**config.mk**
```make
export PLATFORM = sky130hd
export DESIGN_NAME = vga_timing_boxes
export DESIGN_NICKNAME = d
export VERILOG_FILES = /design/src/rtl/vga_timing_boxes.sv
export SDC_FILE = /design/constraint.sdc
export NUM_CORES = 1
export LEC_CHECK = 0
export BUFFER_PORTS_ARGS = -buffer_cell sky130_fd_sc_hd__buf_4
export CAP_MARGIN = 20
export CORE_ASPECT_RATIO = 2
export CORE_MARGIN = 3
export CORE_UTILIZATION = 40
export DETAILED_ROUTE_END_ITERATION = 10
export REMOVE_ABC_BUFFERS = 1
export SETUP_SLACK_MARGIN = 0.02
export SYNTH_ARGS = -nofsm -noshare
export SYNTH_HDL_FRONTEND = slang
export SYNTH_SLANG_ARGS = --single-unit
```
**constraint.sdc**
```tcl
create_clock -name vga_clk -period 3.1 [get_ports vga_clk]
set_input_delay 0.62 -clock vga_clk [delete_from_list [all_inputs] [get_ports vga_clk]]
set_output_delay 0.62 -clock vga_clk [all_outputs]
set_load 0.02 [all_outputs]
```
**src/rtl/vga_timing_boxes.sv**
```systemverilog
// rtl/vga_timing_boxes.sv - parametrised VGA timing generator with slanted box overlays
// Optional edge border: define VGA_BORDER_EN.
module vga_timing_boxes #(
    parameter int H_ACTIVE = 640,
    parameter int H_FP     = 16,
    parameter int H_SYNC   = 64,
    parameter int H_BP     = 120,
    parameter int V_ACTIVE = 480,
    parameter int V_FP     = 1,
    parameter int V_SYNC   = 3,
    parameter int V_BP     = 16,
    parameter int HS_NEG   = 1,
    parameter int VS_NEG   = 1,
    parameter int CW       = 12,
    parameter int FRAC     = 4,
    parameter int NBOX     = 2,
    parameter int RGB_W    = 6
) (
    input  logic                 vga_clk,
    input  logic                 reset_n,
    input  logic                 cfg_we,
    input  logic [2:0]           cfg_box,
    input  logic [2:0]           cfg_field,
    input  logic [CW+FRAC-1:0]   cfg_data,
    input  logic [RGB_W-1:0]     bg_rgb,
    output logic [CW-1:0]        x,
    output logic [CW-1:0]        y,
    output logic                 vga_hs,
    output logic                 vga_vs,
    output logic                 vga_de,
    output logic [RGB_W-1:0]     vga_rgb,
    output logic                 frame_start,
    output logic [15:0]          frame_count
);
    localparam int EW      = CW + FRAC;
    localparam int H_TOTAL = H_ACTIVE + H_FP + H_SYNC + H_BP;
    localparam int V_TOTAL = V_ACTIVE + V_FP + V_SYNC + V_BP;

    localparam logic [CW-1:0] H_LAST     = CW'(H_TOTAL - 1);
    localparam logic [CW-1:0] V_LAST     = CW'(V_TOTAL - 1);
    localparam logic [CW-1:0] H_ACT      = CW'(H_ACTIVE);
    localparam logic [CW-1:0] V_ACT      = CW'(V_ACTIVE);
    localparam logic [CW-1:0] HS_BEG     = CW'(H_ACTIVE + H_FP);
    localparam logic [CW-1:0] HS_END     = CW'(H_ACTIVE + H_FP + H_SYNC);
    localparam logic [CW-1:0] VS_BEG     = CW'(V_ACTIVE + V_FP);
    localparam logic [CW-1:0] VS_END     = CW'(V_ACTIVE + V_FP + V_SYNC);
    localparam logic          HS_POL     = (HS_NEG != 0);
    localparam logic          VS_POL     = (VS_NEG != 0);

    localparam logic [2:0] F_YSTART = 3'd0;
    localparam logic [2:0] F_YEND   = 3'd1;
    localparam logic [2:0] F_X0     = 3'd2;
    localparam logic [2:0] F_X1     = 3'd3;
    localparam logic [2:0] F_DX0    = 3'd4;
    localparam logic [2:0] F_DX1    = 3'd5;
    localparam logic [2:0] F_COLOR  = 3'd6;
    localparam logic [2:0] F_ENABLE = 3'd7;

    logic [CW-1:0]    x_q, x_d, y_q, y_d;
    logic [15:0]      fc_q, fc_d;
    logic             hs_q, hs_d, vs_q, vs_d, de_q, de_d;
    logic [RGB_W-1:0] rgb_q, rgb_d;
    logic             line_end, frame_end;
    logic [RGB_W-1:0] pix;

    logic [CW-1:0]    sh_ys_q  [NBOX];
    logic [CW-1:0]    sh_ye_q  [NBOX];
    logic [EW-1:0]    sh_x0_q  [NBOX];
    logic [EW-1:0]    sh_x1_q  [NBOX];
    logic [EW-1:0]    sh_dx0_q [NBOX];
    logic [EW-1:0]    sh_dx1_q [NBOX];
    logic [RGB_W-1:0] sh_col_q [NBOX];
    logic [NBOX-1:0]  sh_en_q;

    logic [CW-1:0]    lv_ys_q  [NBOX];
    logic [CW-1:0]    lv_ye_q  [NBOX];
    logic [EW-1:0]    lv_x0_q  [NBOX];
    logic [EW-1:0]    lv_x1_q  [NBOX];
    logic [EW-1:0]    lv_dx0_q [NBOX];
    logic [EW-1:0]    lv_dx1_q [NBOX];
    logic [RGB_W-1:0] lv_col_q [NBOX];
    logic [NBOX-1:0]  lv_en_q;

    logic [EW-1:0]    e0_q [NBOX];
    logic [EW-1:0]    e1_q [NBOX];
    logic [EW-1:0]    e0_d [NBOX];
    logic [EW-1:0]    e1_d [NBOX];

    always_comb begin
        line_end  = (x_q == H_LAST);
        frame_end = line_end && (y_q == V_LAST);
        x_d  = line_end ? '0 : x_q + CW'(1);
        y_d  = y_q;
        if (line_end) begin
            y_d = frame_end ? '0 : y_q + CW'(1);
        end
        fc_d = frame_end ? fc_q + 16'd1 : fc_q;
    end

    // Edges computed at the end of line y are the ones drawn on line y+1.
    always_comb begin
        for (int i = 0; i < NBOX; i++) begin
            e0_d[i] = e0_q[i];
            e1_d[i] = e1_q[i];
            if (!lv_en_q[i]) begin
                e0_d[i] = '0;
                e1_d[i] = '0;
            end else if (line_end) begin
                if (y_q == lv_ys_q[i]) begin
                    e0_d[i] = lv_x0_q[i];
                    e1_d[i] = lv_x1_q[i];
                end else if (y_q > lv_ys_q[i] && y_q < lv_ye_q[i]) begin
                    e0_d[i] = e0_q[i] + lv_dx0_q[i];
                    e1_d[i] = e1_q[i] + lv_dx1_q[i];
                end else begin
                    e0_d[i] = '0;
                    e1_d[i] = '0;
                end
            end
        end
    end

    // Hit is also gated by the line window, so line y_end itself never draws.
    always_comb begin
        de_d = (x_q < H_ACT) && (y_q < V_ACT);
        hs_d = HS_POL ^ ((x_q >= HS_BEG) && (x_q < HS_END));
        vs_d = VS_POL ^ ((y_q >= VS_BEG) && (y_q < VS_END));
        pix  = bg_rgb;
`ifdef VGA_BORDER_EN
        if (x_q == '0 || x_q == CW'(H_ACTIVE - 1) || y_q == '0 || y_q == CW'(V_ACTIVE - 1)) begin
            pix = {RGB_W{1'b1}} >> (RGB_W / 3);
        end
`endif
        for (int i = 0; i < NBOX; i++) begin
            if (lv_en_q[i] && y_q > lv_ys_q[i] && y_q < lv_ye_q[i] &&
                x_q >= e0_q[i][EW-1:FRAC] && x_q < e1_q[i][EW-1:FRAC]) begin
                pix = lv_col_q[i];
            end
        end
        rgb_d = de_d ? pix : '0;
    end

    always_ff @(posedge vga_clk or negedge reset_n) begin
        if (!reset_n) begin
            x_q     <= '0;
            y_q     <= '0;
            fc_q    <= '0;
            hs_q    <= HS_POL;
            vs_q    <= VS_POL;
            de_q    <= 1'b0;
            rgb_q   <= '0;
            sh_en_q <= '0;
            lv_en_q <= '0;
            for (int i = 0; i < NBOX; i++) begin
                sh_ys_q[i]  <= '0;
                sh_ye_q[i]  <= '0;
                sh_x0_q[i]  <= '0;
                sh_x1_q[i]  <= '0;
                sh_dx0_q[i] <= '0;
                sh_dx1_q[i] <= '0;
                sh_col_q[i] <= '0;
                lv_ys_q[i]  <= '0;
                lv_ye_q[i]  <= '0;
                lv_x0_q[i]  <= '0;
                lv_x1_q[i]  <= '0;
                lv_dx0_q[i] <= '0;
                lv_dx1_q[i] <= '0;
                lv_col_q[i] <= '0;
                e0_q[i]     <= '0;
                e1_q[i]     <= '0;
            end
        end else begin
            x_q   <= x_d;
            y_q   <= y_d;
            fc_q  <= fc_d;
            hs_q  <= hs_d;
            vs_q  <= vs_d;
            de_q  <= de_d;
            rgb_q <= rgb_d;
            if (frame_end) begin
                lv_en_q <= sh_en_q;
            end
            for (int i = 0; i < NBOX; i++) begin
                e0_q[i] <= e0_d[i];
                e1_q[i] <= e1_d[i];
                if (frame_end) begin
                    lv_ys_q[i]  <= sh_ys_q[i];
                    lv_ye_q[i]  <= sh_ye_q[i];
                    lv_x0_q[i]  <= sh_x0_q[i];
                    lv_x1_q[i]  <= sh_x1_q[i];
                    lv_dx0_q[i] <= sh_dx0_q[i];
                    lv_dx1_q[i] <= sh_dx1_q[i];
                    lv_col_q[i] <= sh_col_q[i];
                end
                if (cfg_we && cfg_box == 3'(i)) begin
                    case (cfg_field)
                        F_YSTART: sh_ys_q[i]  <= cfg_data[CW-1:0];
                        F_YEND:   sh_ye_q[i]  <= cfg_data[CW-1:0];
                        F_X0:     sh_x0_q[i]  <= cfg_data;
                        F_X1:     sh_x1_q[i]  <= cfg_data;
                        F_DX0:    sh_dx0_q[i] <= cfg_data;
                        F_DX1:    sh_dx1_q[i] <= cfg_data;
                        F_COLOR:  sh_col_q[i] <= cfg_data[RGB_W-1:0];
                        F_ENABLE: sh_en_q[i]  <= cfg_data[0];
                        default:  sh_en_q[i]  <= sh_en_q[i];
                    endcase
                end
            end
        end
    end

    assign x           = x_q;
    assign y           = y_q;
    assign vga_hs      = hs_q;
    assign vga_vs      = vs_q;
    assign vga_de      = de_q;
    assign vga_rgb     = rgb_q;
    assign frame_count = fc_q;
    assign frame_start = (x_q == '0) && (y_q == '0);

endmodule

```
# Word level (Yosys, flattened, before mapping)
# Cells that the tools add are included.
# word_totals
ram_bits	0
wordCells	137
rom_bits	0
ff_bits	493
input_bits	31
latch_bits	0
out_inout_bits	50
mem_count	0
# classes
n_reduce_logical	37
n_mul	0
div_mod_pow	0
n_mux	21
n_lt_le_gt_ge	14
eq_ne	14
addsub	7
n_bitwise	2
shift	0
# ops
op	n
2-to-1 mux 16 bit	16
adder 16 bit	4
< comparator 12 bit	4
AND reduction 2 bit	16
adder 12 x 1 -> 12 bit, second input constant	2
equality test 12 bit	2
greater-or-equal comparator 12 bit	2
> comparator 12 bit	2
logical NOT 12 bit	2
< comparator 12 x 10 -> 1 bit, second input constant	2
< comparator 12 x 9 -> 1 bit, second input constant	2
2-to-1 mux 12 bit	2
2-to-1 mux 6 bit	3
logical AND 1 bit	17
adder 16 x 1 -> 16 bit, second input constant	1
equality test 12 x 10 -> 1 bit, second input constant	1
equality test 12 x 9 -> 1 bit, second input constant	1
equality test 3 bit, second input constant	4
greater-or-equal comparator 12 x 10 -> 1 bit, second input constant	1
greater-or-equal comparator 12 x 9 -> 1 bit, second input constant	1
equality test 3 x 1 -> 1 bit, second input constant	2
equality test 3 x 2 -> 1 bit, second input constant	2
logical NOT 3 bit	2
inequality test 2 bit, second input constant	2
inverter 1 bit	2

# Longest topological paths before layout
# logic_depth
depth_word	8
ltp_mapped	12
ltp_nobuf	10

# Worst setup path after synthesis
# OpenSTA, ideal clock, no wires.
# synth_timing
path_kind	reg-to-reg
start	reg y_q[1], in the netlist y[1]
end	reg e0_q[10] in the netlist's numbering
setup_slack_ps	490
period_less_slack_ps	2610
arrival_time_ps	2483
stages_incl_launch_ff	11
required_time_ps	2973
setup_time_ps	127
path_buffers	1
cell_sequence	dfrtp_1 -> ha_1 -> nor2b_1 -> o21a_1 -> o21ai_1 -> a211oi_1 -> o41ai_2 -> nor2_1 -> clkbuf_1 -> a221oi_1 -> nor2_1
# synth_via
elab_chain_cells	6
word_cells_on_any_way	8
cone_classes	2 x order compare; 1 x eq/ne; 4 x mux; 1 x reduce/logical
# synth_rtl
element	line	source
start, declared	59	logic [CW-1:0] x_q, x_d, y_q, y_d;
start signal, assigned	174	y_q <= y_d;
> comparator 12 bit or < comparator 12 bit (tied branches)	112	end else if (y_q > lv_ys_q[i] && y_q < lv_ye_q[i]) begin
logical AND 1 bit	112	
2-to-1 mux 16 bit	112	
2-to-1 mux 16 bit *	109	if (y_q == lv_ys_q[i]) begin
2-to-1 mux 16 bit *	108	end else if (line_end) begin
2-to-1 mux 16 bit *	105	if (!lv_en_q[i]) begin
end signal, assigned by index	184	e0_q[i] <= e0_d[i];
end, declared	84	logic [EW-1:0] e0_q [NBOX];
# Mark *: on every way between the ends. The rest lies on a longest branch, timed or not. The select of a mux whose other input is x is not followed.
# A chain may end at the register's enable or synchronous reset.

# Worst setup path in the final report
# layout_timing
start	reg y_q[10], in the netlist y[10]
end	out frame_start
# layout_via
elab_chain_cells	2
# layout_rtl
element	line	source
logical NOT 12 bit	219	assign frame_start = (x_q == '0) && (y_q == '0);
logical AND 1 bit	219	
end, declared	32	output logic frame_start,
# Every way passes these cells.

==> out/results.md <==
| Item | Value | Unit |
| --- | --- | --- |
| Run status | completed | - |
| Pwr Density | 487 | nW/um2 |
| Longest Clk Path Bufs | 3 | - |
| Class of the worst hold path | input port to async pin | - |
| Largest delay share family, worst path | simple AND/OR/NAND/NOR gates | - |
| I/O Buffers | 80 | - |
| Pin count of the biggest net entering global routing | 145 | - |
| Category of the most critical setup path | register to output port | - |
| Proportion of power drawn by the clock network | 44.0 | % |
| Worst-case clock skew | 0.0260 | ns |
| Post-route clock period utilization | 98.2 | % |
| Placer congestion estimate | 0.931 | - |
| Layout cell share with drive strength beyond 1 | 18.4 | % |
| Synth Warn # | 0 | - |
| Pre-antenna DRT Iters | 5 | - |
| Total power consumption of the routed design | 13.5 | mW |
| Cell with the most instances on the worst path | sky130_fd_sc_hd__or3_4 | - |
| Number of placed cells counting well taps | 3184 | - |
| Startpoint type of the worst setup path | register | - |
| Core box area | 59900 | um2 |
| Yosys top cell area share | 50.7 | % |
| Total via count in the routed design | 17700 | - |
| Post-DP HPWL | 47800 | um |
| Endpoint kind of the worst setup timing path | output port | - |
| Worst-path cell chain | or3_4 -> or3_4 -> nor4_4 -> and4b_2 -> buf_6 | - |
| Clock Sinks | 493 | - |
| Number of flip-flops and latches in the synthesized netlist | 493 | - |
| Number of standard cells in the layout, taps in and fillers out | 3270 | - |
| Fin Hold WS | 0.0668 | ns |
| H-tree lvl count | 2 | - |
| Worst-case headroom to the max-slew limit | 49.1 | % |
| Routed length per instance | 20.7 | um |
| Area contributors post-synth | sky130_fd_sc_hd__dfrtp_1, sky130_fd_sc_hd__mux2_2, sky130_fd_sc_hd__nand2_1 | - |
| TritonCTS buffer count | 45 | - |
| Std cell rows | 127 | - |
| Maximum frequency from static timing analysis | 0.328 | GHz |
| Seq/Total Area, Yosys | 50.9 | % |
| Die Area | 63700 | um2 |
| Worst setup slack after layout | 0.0552 | ns |
| Post-layout util | 46.3 | % |
| Cell area after placement | 26100 | um2 |
| Design internal power | 10.5 | mW |
| Global router's overall resource usage | 21.3 | % |
| Clock slew at reported path FFs | 0.07 | ns |
| Data required, critical path | 2.48 | ns |
| Number of enable flip-flop cells after synthesis | 0 | - |
| Initial antenna violation count | 1 | - |
| Hold Fails Final Rpt | 0 | - |
| Most numerous cell types in the synthesized netlist | sky130_fd_sc_hd__nand2_1, sky130_fd_sc_hd__dfrtp_1, sky130_fd_sc_hd__mux2_2 | - |
| Worst EP arrival | 2.42 | ns |
| Predominant post-synthesis flop cell | sky130_fd_sc_hd__dfrtp_1 | - |
| Net switching share of the total power | 22.2 | % |
| Leftover overflow at the end of global routing | 0 | - |
| Starting DRT DRC Count | 950 | - |
| Clock root cell | sky130_fd_sc_hd__clkbuf_16 | - |
| Leakage power figure | 13.9 | nW |
| Gate count of the mapped netlist | 2356 | - |
| Worst IR drop on VDD | 0.412 | mV |
| Post-layout min period | 3.04 | ns |
| Latest clock arrival within the worst-skew pair | 0.58 | ns |
| Count of different cell masters after synthesis | 62 | - |
| Worst setup startpoint | y[10] | - |
| Beginning of the worst register-to-register path | y[1] | - |
| Total I/O pin count | 81 | - |
| Effective utilization at floorplan | 40.4 | % |
| Die Span Y | 354 | um |
| Count of final setup violators | 0 | - |
| Worst Tran Pin Value | 0.764 | ns |
| Setup Slack @ Placement | 0.152 | ns |
| Total negative slack | 0 | ns |
| Net switching power figure | 3.00 | mW |
| Avg Inst Size Synth | 10.3 | um2 |
| Synth area leader | sky130_fd_sc_hd__dfrtp_1 | - |
| Post-synthesis instance area | 24200 | um2 |
| Design Area, Final | 27700 | um2 |
| Layout filler cell count | 5597 | - |
| Async set-or-reset flop fraction in the synthesized netlist | 100 | % |
| Most common cell in the netlist | sky130_fd_sc_hd__nand2_1 | - |
| Area of combinational cells with multiple inputs | 11100 | um2 |
| Synthesis-to-layout area growth | 14.5 | % |
| Horiz. Die Dim | 180 | um |
| ANT nets after route | 0 | - |
| Library cell contributing the largest single delay on the critical path | sky130_fd_sc_hd__dfrtp_2 | - |
| Total Nets Final | 2654 | - |
| Top fanout value on the critical path | 2 | - |
| Footprint of the flip-flops and latches | 12300 | um2 |
| Post-detailed-route via-to-cell ratio | 5.40 | - |
| Antenna cell count | 0 | - |
| Total buffers and inverters traversed by the critical path | 1 | - |
| Vias in the first global route | 18600 | - |
| Global-route wire length before repair | 106000 | um |
| Combinational power share | 4.6 | % |
| Number of remaining DRC errors | 0 | - |
| RSZ-0062 raised after global routing | yes | - |
| Number of pins exceeding their max-slew limit in the final report | 0 | - |
| Routed Wire Length | 67800 | um |
| Max-cap viol count | 0 | - |
| Fraction of power consumed by sequential logic | 51.3 | % |
| Peak per-stage delay on the critical path | 0.41 | ns |
| CTS tree | done | - |
## final timing paths
kind	end	slack, ns	depth (start not counted)
max	frame_start	0.06	5
min	lv_x0_q[25]	0.07	1
max reg2reg	vga_rgb[0]	0.13	9
min reg2reg	lv_x0_q[7]	0.45	2
max in group asynchronous	sh_dx1_q[29]	2.16	2
min in group vga_clk	vga_rgb[2]	0.37	3
## repair_timing
action | 4_1_cts | 5_1_grt
gates cloned | 0 | 0
setup buffers | 4 | 0
gates resized for setup | 10 | 5
hold buffers | 0 | 0
pin swaps | 2 | 0
setup endpoints to repair | 1 | 14
## power groups by stage
stage | sequential [mW] | combinational, mW | clock, mW
after global placement | 7.03 | 0.617 | 0
final | 6.93 | 0.624 | 5.94
after detailed placement | 7.05 | 0.644 | 0
after floorplan | 7.00 | 0.309 | 0
after global routing | 6.96 | 0.692 | 6.34
after CTS | 6.92 | 0.646 | 6.10
## worst register-to-register path, delay by kind of cell, from the launching register on
kind,cells,cell delay (ns)
AO/OA/AOI/OAI,6,1.61
adder cells (fa/ha/maj),1,0.35
flip-flops,1,0.49
AND/OR/NAND/NOR,2,0.41
## area by class of cell
cell class              instances  share of cell area [%]
repair buffers                162                    4.79
inverters                     107                    1.45
flip-flops and latches        493                    44.5
well taps                     774                    3.49
clock buffers                  67                    4.84
multi-input cells            1652                    40.1
clock inverters                15                   0.776
## layer usage
| layer | vias up | global-route usage [%] | part of all wire, % |
|---|---|---|---|
| met2 | 364 | 38.8 | 52 |
| met1 | 8840 | 23.9 | 38 |
| met3 | 148 | 2.97 | 3.7 |
| li1 | 8312 | - | - |
| met4 | 0 | 11.3 | 6.0 |
| met5 | - | 0 | 0 |
## registers in the layout (all words and copies together), names as in the netlist, 32 cells and up
| signal | flops |
|---|---|
| sh_x0_q | 32 |
| e0_q | 32 |
| lv_dx1_q | 32 |
| sh_dx1_q | 32 |
| lv_x0_q | 32 |
| e1_q | 32 |
| lv_x1_q | 32 |
| sh_x1_q | 32 |
| lv_dx0_q | 32 |
| sh_dx0_q | 32 |
## kinds of logic after synthesis
logic type                 synth area share (%)
muxes                                      9.30
adders and majority gates                  8.49
and+or+nand+nor                            14.6
xor gates and xnor gates                   2.93
buffers and inverters                      3.41
AOI/OAI and AO/OA                          10.3
DFF                                        50.9
## cells in the final DEF (no fill, tap or decap), drive strengths merged, types with 4 or more instances in the layout
master and instances:
nand2 547, dfrtp 491, mux2 192, buf 162
ha 158, o21ai 124, inv 109, nor2 109
clkbuf 67, a21oi 62, xnor2 48, a21o 37
a211oi 37, xor2 33, a22oi 33, nand4 32
nand3 26, a221oi 24, nor3 19, nor2b 14
and3 13, nand2b 12, or3 12, nor4 11
o21a 10, mux2i 9, a21boi 8, a31oi 8
o211ai 8, o31a 8, o21bai 6, and4 6
bufinv 5, clkinv 5, o31ai 4, o2111ai 4
or2 4, and2 4, fa 4
(Power assumes the default switching activity.)
